`config.mk`:
```
export PLATFORM = sky130hd
export DESIGN_NAME = encoder8_3
export DESIGN_NICKNAME = d
export VERILOG_FILES = /design/src/rtl/encoder8_3_pkg.sv /design/src/rtl/encoder8_3_core.sv /design/src/rtl/encoder8_3.sv
export SDC_FILE = /design/constraint.sdc
export NUM_CORES = 1
export LEC_CHECK = 0
export ABC_CLOCK_PERIOD_IN_PS = 1500
export CELL_PAD_IN_SITES_DETAIL_PLACEMENT = 0
export CELL_PAD_IN_SITES_GLOBAL_PLACEMENT = 1
export CORE_AREA = 5 5 42 44
export DETAILED_ROUTE_END_ITERATION = 6
export DIE_AREA = 0 0 47 49
export GPL_TIMING_DRIVEN = 0
export PLACE_DENSITY = 0.68
export SLEW_MARGIN = 20
export SYNTH_ARGS = -nofsm -noshare
export SYNTH_HDL_FRONTEND = slang
export SYNTH_HIERARCHICAL = 1
export SYNTH_SLANG_ARGS = --single-unit
```
`constraint.sdc`:
```
create_clock -name clk -period 1.5 [get_ports clk]
set_clock_uncertainty 0.05 [all_clocks]
set_input_delay 0.3 -clock clk [delete_from_list [all_inputs] [get_ports clk]]
set_output_delay 0.3 -clock clk [all_outputs]
set_load 0.05 [all_outputs]
```
`src/rtl/encoder8_3_pkg.sv`:
```
// Shared widths for the registered 8-to-3 one-hot encoder.
package encoder8_3_pkg;

  localparam int unsigned ENC_IN_W  = 8;
  localparam int unsigned ENC_OUT_W = $clog2(ENC_IN_W);

  typedef logic [ENC_IN_W-1:0]  enc_in_t;
  typedef logic [ENC_OUT_W-1:0] enc_idx_t;

endpackage : encoder8_3_pkg

```
`src/rtl/encoder8_3_core.sv`:
```
// Combinational priority encode: the most-significant set bit wins the index,
// plus any-set and multi-hot flags.
module encoder8_3_core
  import encoder8_3_pkg::*;
(
  input  logic [ENC_IN_W-1:0]  in,
  output logic [ENC_OUT_W-1:0] idx,
  output logic                 any,
  output logic                 multi
);

  // Ascending scan, so the highest set bit is the last to write idx.
  always_comb begin
    idx = '0;
    for (int unsigned i = 0; i < ENC_IN_W; i++) begin
      if (in[i]) begin
        idx = ENC_OUT_W'(i);
      end
    end
  end

  // Clearing the lowest set bit leaves something only if two or more bits were set.
  always_comb begin
    any   = |in;
    multi = (in & (in - ENC_IN_W'(1))) != '0;
  end

endmodule : encoder8_3_core

```
`src/rtl/encoder8_3.sv`:
```
// Registered 8-to-3 one-hot encoder. Output index qualified by valid;
// err flags multi-hot input (index then reports the MSB).
module encoder8_3
  import encoder8_3_pkg::*;
(
  input  logic                 clk,
  input  logic                 rst,
  input  logic [ENC_IN_W-1:0]  in,
  output logic [ENC_OUT_W-1:0] out,
  output logic                 valid,
  output logic                 err
);

  logic [ENC_OUT_W-1:0] out_d, out_q;
  logic                 valid_d, valid_q;
  logic                 err_d, err_q;

  logic [ENC_OUT_W-1:0] core_idx;
  logic                 core_any;
  logic                 core_multi;

  encoder8_3_core u_core (
    .in    (in),
    .idx   (core_idx),
    .any   (core_any),
    .multi (core_multi)
  );

  // Next-state values come straight from the encode core.
  always_comb begin
    out_d   = core_idx;
    valid_d = core_any;
    err_d   = core_multi;
  end

  // Output registers with synchronous reset overriding the input.
  always_ff @(posedge clk) begin
    if (rst) begin
      out_q   <= '0;
      valid_q <= 1'b0;
      err_q   <= 1'b0;
    end else begin
      out_q   <= out_d;
      valid_q <= valid_d;
      err_q   <= err_d;
    end
  end

  assign out   = out_q;
  assign valid = valid_q;
  assign err   = err_q;

endmodule : encoder8_3

```
After elaboration in Yosys (flattened, before gate mapping). Cells that the tools add are included.

Flip-flop bits (word level): 5. Bits in latches: 0. Bits in writable memories: 0. Bits in read-only memories: 0. Logic and storage cells: 14. Memories: 0.

Add/sub/neg operators: 1. $mul: 0. Div/mod/pow operators: 0. Magnitude comparators: 0. Eq/ne operators: 0. Shift-type cells: 0. Multiplexer cells: 7. Bitwise gates (word level): 1. Reduce and logical (&&, ||, !) cells: 2.

Operators with widths (number): 3-bit two-way mux (4); 8-bit bitwise AND (1); 8-bit nonzero test (1); 8-bit OR reduction (1); 8-bit by 1-bit subtractor with 8-bit output (second input constant) (1); 2-bit two-way mux (2); 1-bit two-way mux (1).

Depth between registers and ports, before layout.
Depth after elaboration: 7. Depth in mapped cells: 5. Depth with buffers taken out: 5.

Cells and area by module. Netlist, hierarchy kept.

By module, submodules not included: encoder8_3 (times used 1, cells an instance 10, area each 131.4 µm², sequential area each 100.1 µm²); encoder8_3_core (times used 1, cells an instance 21, area each 127.6 µm², sequential area each 0.0 µm²).

Worst setup path after synthesis. OpenSTA, ideal clock, no wires.

Path kind: input -> register. Start: input in[1]. End: register err_q (netlist: err). Arrival: 1.088 ns. Slack: 0.248 ns. Cell stages on the path: 5. Path buffers: 0. Path through: nor4_2 -> nand2b_1 -> a211oi_2 -> o32ai_1 -> nor2b_1.

Cells in the longest elaborated chain, start to end: 3.

Ends and longest elaborated chain: from (decl) (line encoder8_3.sv:8) `input logic [ENC_IN_W-1:0] in,`; 8-bit by 1-bit subtractor with 8-bit output (line encoder8_3_core.sv:25) `multi = (in & (in - ENC_IN_W'(1))) != '0;`; 8-bit bitwise AND * (line encoder8_3_core.sv:25); 8-bit nonzero test * (line encoder8_3_core.sv:25); via core_multi (line encoder8_3.sv:20) `logic core_multi;`; to (signal assigned) (line encoder8_3.sv:45) `err_q <= err_d;`; to (decl) (line encoder8_3.sv:16) `logic err_d, err_q;`.

Mark *: on every way through the listed nets, which the timed path passes. The rest lies on a longest branch. A chain may end at the register's enable or synchronous reset.

Final worst setup path.
Start: register out_q[0] (netlist: out[0]). End: output out[0].

RTL lines: from (decl) (line encoder8_3.sv:14) `logic [ENC_OUT_W-1:0] out_d, out_q;`; from (signal assigned) (line encoder8_3.sv:43) `out_q <= out_d;`; to (decl) (line encoder8_3.sv:9) `output logic [ENC_OUT_W-1:0] out,`.

No word-level cell between the ends.

==> impl_metrics.toml <==
[floorplan]
die_x_um = 47
fp-row-count = 14
start_util = 0.185
ios = 15
core_um2 = 1400
die_h_um = 49
die_area_um2 = 2300

[routing]
wirelength_um = 603
detail_route.vias_per_cell = 4.32
drc_errors = 0
drtIter0Drc = 3
final_antenna_net_count = 0
drtPass1Iterations = 2
num_vias = 285
wl_per_cell_um = 9.14

[timing]
timing.slew.headroom = 0.675
drv_slew = 0
hold_violations = 0
finalWorstSetupSlack_ns = 0.0965
rsz0062_at_grt = "no"
timing.fmax_mhz = 712
tightest_slew_ns = 0.489
setup_viol = 0
period_share = 0.936
timing.final.crit_period_ns = 1.40

[run]
max_cap_viol_count = 0

[global_routing]
antenna_found_initial = 0
gr-total-overflow = 0
grt_use_total = 0.0599
grt_max_degree = 6
grt_pass1_vias = 235
grt_pass1_wl_um = 890

[cells_and_area]
fin_nets = 61
seqCellArea_um2 = 100
drive_gt1_frac = 0.140
areaGrowthSynthToFinish_pct = 77.8
final.fill_count = 175
n_antenna_cell = 0
multi_input_area_um2 = 170
design_area_um2 = 460
most-common-layout-cells = "dlygate4sd2_1, nor2b_1, dfxtp_1, clkdlybuf4s50_1, nor2_1"
final_common_cell = "dlygate4sd2_1"

[placement]
placed_area_um2 = 419
gp_congestion = 0.676
dp_hpwl_um = 494
portBuffers = 14
place_ws_ns = -0.390

[critical_path]
crit_fanout = 1
worstSetupPathDepth = 1
slowest_stage = "dlygate4sd2_1"
required_ns = 1.15
critical_path_buf_inv_count = 1
critPathLaunchType = "register"
cp-end-kind = "output port"
path_cells = "dlygate4sd2_1"
worstSetupPathType = "reg2out"
cp.arrival_ns = 1.05
crit_path_start = "out[0]"
max_stage_delay_ns = 0.52
crit_family = "buffers and inverters"

[logic_synthesis]
avgSynthCellArea_um2 = 8.35
yosys_warnings = 6
synthTopCellsByArea = "dfxtp_1, nor2b_1, nor2_1, a211oi_2, nand2b_1"
syn-num-nets = 41
synthCells = 31
synth_area_um2 = 259
synth-seq-area-share = 0.386
yosysUniqueCellTypes = 16
synth.largest_area_cell = "dfxtp_1"
synth_seq_cells = 5
yosysTopAreaCellShare = 0.386

[worst_hold_path]
holdPathEnd = "out[1]"
min_path_type = "in2reg"
hold_depth = 4
min-delay-start = "in[2]"

[cts]
hold_buffers = 0
h-tree-depth = 1
clkSinkCount = 5
cts_tree = "done"
cts_max_path_buffers = 2
numCtsBuffers = 3
clkTransAtPathRegs_ns = 0.04
root_buffer = "clkbuf_4"

[outcome]
outcome = "completed"

[power_and_ir_drop]
max-vdd-ir-drop_uv = 219
cellPowerDensity_nw_per_um2 = 861
p_leak_nw = 0.186
## sequential cells by signal, indices dropped and copies added (netlist names)
name   flops
out        3
err        1
valid      1
## worst max-delay path by stage
stage                        end  slack (ns)
after global placement       err       -0.39
after detailed placement     err       -0.39
after global routing      out[0]        0.04
after CTS                    err        0.05
final                     out[0]         0.1
after floorplan              err        0.25
## cell type report
class	count	share of cell area
multi-input cells	25	0.370
repair buffers	15	0.304
inverters	1	0.00815
well taps	16	0.0435
clock buffers	4	0.0571
flip-flops and latches	5	0.217
## cells in the mapped netlist (all sizes together)
master,instances
nand2,2
nor4,2
o32ai,1
a211oi,1
nand2b,2
maj3,1
inv,1
o21ai,1
o21bai,1
nor3,2
a21oi,1
nor2,4
nand3,1
dfxtp,5
nor2b,6
## logic make-up after synthesis
group,Yosys count,synth area share
buffers and inverters,1,0.0145
adders and majority gates,1,0.0386
AOI/OAI and AO/OA,5,0.150
DFF,5,0.386
and+or+nand+nor,19,0.411
## stage by stage
stage                util  instances  hold WS (ns)  TNS [ns]  power [mW]
finish              0.329         66         0.550         0       0.396
global route        0.329         66         0.606         0       0.421
CTS                 0.322         66         0.643         0       0.404
detailed placement  0.299         61         0.904    -0.504       0.251
global placement    0.299         61         0.898    -0.505       0.250
floorplan               -         31         0.322         0       0.197
## per-layer routing
layer | track usage | vias to the layer above | share of wire
met5 | 0 | - | 0
met4 | 0.0829 | 0 | 0.032
met3 | 0.0221 | 2 | 0.13
met2 | 0.0769 | 15 | 0.44
met1 | 0.0593 | 123 | 0.39
li1 | - | 145 | -
## power by group
part,internal [mW],switching (mW),total (mW)
Sequential,0.142,0.00143,0.143
Combinational,0.0391,0.0605,0.0996
Clock,0.100,0.0528,0.153
## timing repair
item	in CTS	in global routing
buffers inserted	1	0
setup endpoints to repair	6	1
pin swaps	1	1
gates resized for setup	9	2
(Power assumes the default switching activity.)
